File: config.mk
export PLATFORM = sky130hd
export DESIGN_NAME = alu_exec
export DESIGN_NICKNAME = d
export VERILOG_FILES = /design/src/rtl/alu_exec.sv
export SDC_FILE = /design/constraint.sdc
export NUM_CORES = 1
export LEC_CHECK = 0
export CELL_PAD_IN_SITES_DETAIL_PLACEMENT = 1
export CELL_PAD_IN_SITES_GLOBAL_PLACEMENT = 2
export CORE_ASPECT_RATIO = 1.75
export CORE_UTILIZATION = 23
export CTS_CLUSTER_DIAMETER = 60
export DETAILED_ROUTE_END_ITERATION = 10
export HOLD_SLACK_MARGIN = 0.06
export PLACE_DENSITY_LB_ADDON = 0.12
export SYNTH_ARGS = -nofsm -noshare
export SYNTH_HDL_FRONTEND = slang
export SYNTH_SLANG_ARGS = --single-unit
File: constraint.sdc
create_clock -name clk -period 2 [get_ports clk]
set_input_delay 0.4 -clock clk [delete_from_list [all_inputs] [get_ports clk]]
set_output_delay 0.4 -clock clk [all_outputs]
set_load 0.02 [all_outputs]
File: src/rtl/alu_exec.sv
// alu_exec: single-cycle ALU with a two-entry valid/ready output stage.
//
// Ports:
//   clk, rst_n          - clock (rising edge) and asynchronous active-low reset
//   in_valid, in_ready  - request handshake; in_ready is registered state only
//   Operation, a, b     - operation code and operands, sampled on accept
//   out_valid, out_ready- result handshake
//   result, zero        - operation result and result==0 flag
//   overflow, illegal   - signed overflow on ADD/SUB; unsupported Operation code
//   op_count            - number of accepted requests (wraps at 16 bits)
module alu_exec #(
   parameter int unsigned WIDTH = 32
) (
   input  logic             clk,
   input  logic             rst_n,
   input  logic             in_valid,
   output logic             in_ready,
   input  logic [3:0]       Operation,
   input  logic [WIDTH-1:0] a,
   input  logic [WIDTH-1:0] b,
   output logic             out_valid,
   input  logic             out_ready,
   output logic [WIDTH-1:0] result,
   output logic             zero,
   output logic             overflow,
   output logic             illegal,
   output logic [15:0]      op_count
);

   localparam logic [3:0] OpAnd = 4'b0000;
   localparam logic [3:0] OpOr  = 4'b0001;
   localparam logic [3:0] OpAdd = 4'b0010;
   localparam logic [3:0] OpSub = 4'b0110;
   localparam logic [3:0] OpSlt = 4'b0111;
   localparam logic [3:0] OpNor = 4'b1100;

   // Entry layout: {illegal, overflow, zero, result}
   localparam int unsigned EntryW = WIDTH + 3;

   typedef enum logic [1:0] {StEmpty, StOne, StTwo} state_e;

   state_e              state_q, state_d;
   logic [EntryW-1:0]   out_q, skid_q;
   logic [15:0]         op_count_q;

   logic [WIDTH-1:0]    sum, diff, res;
   logic                ovf, ill, slt;
   logic [EntryW-1:0]   entry_new;
   logic                accept, consume;
   logic                load_out_new, load_out_skid, load_skid;

   // Datapath
   always_comb begin
      sum  = a + b;
      diff = a - b;
      // Direct signed compare, so SLT stays correct when a-b overflows.
      slt  = $signed(a) < $signed(b);
      res  = '0;
      ovf  = 1'b0;
      ill  = 1'b0;
      case (Operation)
         OpAnd: res = a & b;
         OpOr:  res = a | b;
         OpAdd: begin
            res = sum;
            ovf = (a[WIDTH-1] == b[WIDTH-1]) && (sum[WIDTH-1] != a[WIDTH-1]);
         end
         OpSub: begin
            res = diff;
            ovf = (a[WIDTH-1] != b[WIDTH-1]) && (diff[WIDTH-1] != a[WIDTH-1]);
         end
         OpSlt: res = {{(WIDTH-1){1'b0}}, slt};
         OpNor: res = ~(a | b);
         default: ill = 1'b1;
      endcase
      entry_new = {ill, ovf, (res == '0), res};
   end

   assign in_ready  = (state_q != StTwo);
   assign out_valid = (state_q != StEmpty);
   assign accept    = in_valid & in_ready;
   assign consume   = out_valid & out_ready;

   // Next-state and register load selects
   always_comb begin
      state_d       = state_q;
      load_out_new  = 1'b0;
      load_out_skid = 1'b0;
      load_skid     = 1'b0;
      unique case (state_q)
         StEmpty: begin
            if (accept) begin
               load_out_new = 1'b1;
               state_d      = StOne;
            end
         end
         StOne: begin
            if (accept && consume) begin
               load_out_new = 1'b1;
            end else if (accept) begin
               load_skid = 1'b1;
               state_d   = StTwo;
            end else if (consume) begin
               state_d = StEmpty;
            end
         end
         StTwo: begin
            if (consume) begin
               load_out_skid = 1'b1;
               state_d       = StOne;
            end
         end
         default: state_d = StEmpty;
      endcase
   end

   always_ff @(posedge clk or negedge rst_n) begin
      if (!rst_n) begin
         state_q    <= StEmpty;
         out_q      <= '0;
         skid_q     <= '0;
         op_count_q <= '0;
      end else begin
         state_q <= state_d;
         if (load_out_new) begin
            out_q <= entry_new;
         end else if (load_out_skid) begin
            out_q <= skid_q;
         end
         if (load_skid) begin
            skid_q <= entry_new;
         end
         if (accept) begin
            op_count_q <= op_count_q + 16'd1;
         end
      end
   end

   assign result   = out_q[WIDTH-1:0];
   assign zero     = out_q[WIDTH];
   assign overflow = out_q[WIDTH+1];
   assign illegal  = out_q[WIDTH+2];
   assign op_count = op_count_q;

endmodule

==> metrics.md <==
| Metric | Value |
|---|---|
| CTS tree | done |
| Leak | 8.129 nW |
| CP Cell Sequence | buf_8, inv_8, ha_4, buf_6, nor2_4, o311ai_4, buf_6, buf_6, and2_4, a221o_1, a22o_1, nor4bb_1, buf_4, nand4_1, nor4_2, nand4_1, nor4_2, mux2_4 |
| Fmax achieved | 300.0 MHz |
| # diodes | 0 |
| DRC | 0 |
| Slowest stage delay, CP | 0.33 ns |
| Clock root cell | clkbuf_16 |
| Worst-Margin Slew | 0.5728 ns |
| Synth top area cells | dfrtp_1, ha_1, o21ai_0 |
| Crit Path Category | input pin to register |
| Crit end category | register |
| Sequential area share after synthesis | 0.2353 |
| Crit start category | input pin |
| Largest net degree at the start of global routing | 61 |
| Slew Viols, Final | 0 |
| PwrDens | 526.9 mW/mm^2 |
| Cells after Synth | 1207 |
| Share of cells above drive strength 1 | 0.5573 |
| Clk sinks | 88 |
| # rows | 97 |
| Setup-failing EPs final | 61 |
| Minimum clock period | 3.333 ns |
| WL final | 49060 um |
| Crit-path max FO | 6 |
| DR pass1 iterations | 5 |
| Number of flops mapped to enable cells by yosys | 0 |
| Crit path DAT | 3.62 ns |
| RSZ-0062 raised after global routing | true |
| Worst-Skew Late Latency | 0.36 ns |
| Top-count cell post-synth | nand2_1 |
| Starting density of the core | 0.2337 |
| Mapped cell area | 0.009359 sq mm |
| DRT antenna net count | 0 |
| Synth async-reset ratio | 1.000 |
| Final core utilization | 0.4611 |
| Reg2Reg Depth | 8 |
| Die area | 0.04153 sq mm |
| GPL Wtd Cong | 0.9038 |
| Initial antenna violation count | 0 |
| Crit share post-route | 1.667 |
| Vias in the first global route | 13070 |
| Die H | 268.9 um |
| Hold/Removal Path Class | register to register |
| Failing checks | negative setup slack |
| Vias | 11980 |
| DR iter-0 viols | 393 |
| Worst-path clk slew | 0.07 ns |
| Post-detail-place hpwl | 39360 um |
| Area Growth Syn to Fin | 97.31% |
| CTS H-Tree Depth | 3 |
| Total GRT Usage | 0.2346 |
| Mapped Nets | 1384 |
| Post-synth top area cell | dfrtp_1 |
| Hold path depth | 2 |
| Ys Warns | 0 |
| Core Area | 0.04005 sq mm |
| Worst path slowest cell | a221o_1 |
| Peak supply drop | 0.0005074 V |
| Synthesized flop and latch total | 88 |
| Setup WS pre-CTS | -2.578 ns |
| Share of the synthesized area in the top cell type | 0.2353 |
| Top Ports | 125 |
| Final nets | 1997 |
| Top FF cell, synth | dfrtp_1 |
| Required @ worst endpoint | 2.29 ns |
| CTS Buffer Depth | 2 |
| Status | complete, but fails checks |
| Relative slew slack | 0.6141 |
| Chip width | 154.5 um |
| Clk_skew | 0.01054 ns |
| Final Hold Viols | 0 |
| First-pass GRT wire length | 74020 um |
| MaxCap Viol Count | 0 |
| Avg Cell Area, Syn | 7.754 sq um |
| Grt ovf | 0 |
| CTS buffer count | 9 |
| Most used cell along the critical path | buf_6 |
| Final worst slack | -1.333 ns |
| Vias per cell | 5.162 |
| Commonest cells in the netlist | nand2_1, ha_1, o21ai_0, inv_1, dfrtp_1 |
| Distinct cells, synth | 85 |
| PortBufs | 124 |
| Detailed-route wire length per cell | 21.14 um |
layer usage:
metal	vias up	wire length, um	GRT usage
met2	248	27710	0.4689
met1	5926	17350	0.2314
li1	5672	-	-
met4	0	2947	0.1421
met5	-	0	0
met3	129	1048	0.01896
logic make-up (layout without fill, tap and decap cells):
group,after synthesis,in the layout,synth area share
AO/OA/AOI/OAI,442,442,0.3257
XOR/XNOR,29,29,0.02714
adder cells (fa/ha/maj),105,105,0.1420
buffers and inverters,176,794,0.07259
flip-flops,88,88,0.2353
multiplexers,8,8,0.008957
AND/OR/NAND/NOR,359,359,0.1884
final timing paths:
| check | start | to | slack [ns] |
|---|---|---|---|
| max | b[4] | skid_q[32] | -1.33 |
| min | skid_q[4] | skid_q[4] | 0.48 |
| max reg2reg | state_q[1] | op_count[15] | 0.19 |
| min reg2reg | skid_q[4] | skid_q[4] | 0.48 |
| max in group asynchronous | rst_n | out_q[27] | 0.92 |
| min in group asynchronous | rst_n | op_count[5] | 0.54 |
flip-flops by register name, indices dropped and copies added (netlist names):
| signal | flops |
|---|---|
| out_q | 35 |
| skid_q | 35 |
| op_count | 16 |
| state_q | 2 |
report_power, final:
part | leakage [nW] | switching [mW] | internal (mW) | total, mW
combinational | 6.83 | 2.86 | 2.81 | 5.67
clock | 0.134 | 0.767 | 0.860 | 1.63
sequential | 1.17 | 0.269 | 2.16 | 2.43
total | 8.13 | 3.90 | 5.83 | 9.73
cell type report:
type	instances	area, sq um
Clock inverter	6	51.30
Clock buffer	10	229.0
Multi-Input combinational cell	943	9005
Fill cell	4577	21580
Inverter	100	469.2
Tap cell	495	619.3
Timing Repair Buffer	678	5891
Sequential cell	88	2202
per-stage QoR:
stage / total power, mW / std cells / TNS [ns] / area [sq um] / hold WS (ns)
detailed placement: 6.991 / 2222 / -102.09 / 15120 / 0.3889
global placement: 6.898 / 2222 / -100.37 / 15120 / 0.3893
CTS: 9.412 / 2295 / -40.54 / 17400 / 0.4839
floorplan: 4.501 / 1207 / -23.12 / 10020 / 0.1044
finish: 9.731 / 2320 / -36.54 / 18470 / 0.4804
global route: 10.30 / 2320 / -41.29 / 18470 / 0.5043
repair_timing:
action                                  in CTS  in global routing
endpoints found under the hold margin       29                  0
pin swaps                                  156                152
resized for setup                          499                246
setup buffers                               69                 55
hold buffers                                 1                  0
endpoints found under the setup margin      70                 70
worst max-delay path, delay by kind of cell:
kind	cells	cell delay [ns]
compound gates	3	0.66
fa+ha+maj	1	0.26
buf+inv	6	0.68
mux	1	0.19
simple gates	7	1.39
layout by cell type (no fill, tap or decap), types with 22 or more instances in the layout:
master,instances
inv_2,43
a21oi_1,33
o21ai_2,43
buf_6,81
buf_4,467
ha_4,36
dlygate4sd2_1,24
o21ai_0,35
clkdlybuf4s50_1,57
ha_1,53
dfrtp_1,88
a22oi_1,54
a21oi_2,25
nand3_1,22
inv_1,40
nand2_1,98
nor2_1,48
Note: power is estimated with default switching activity, not from simulation.
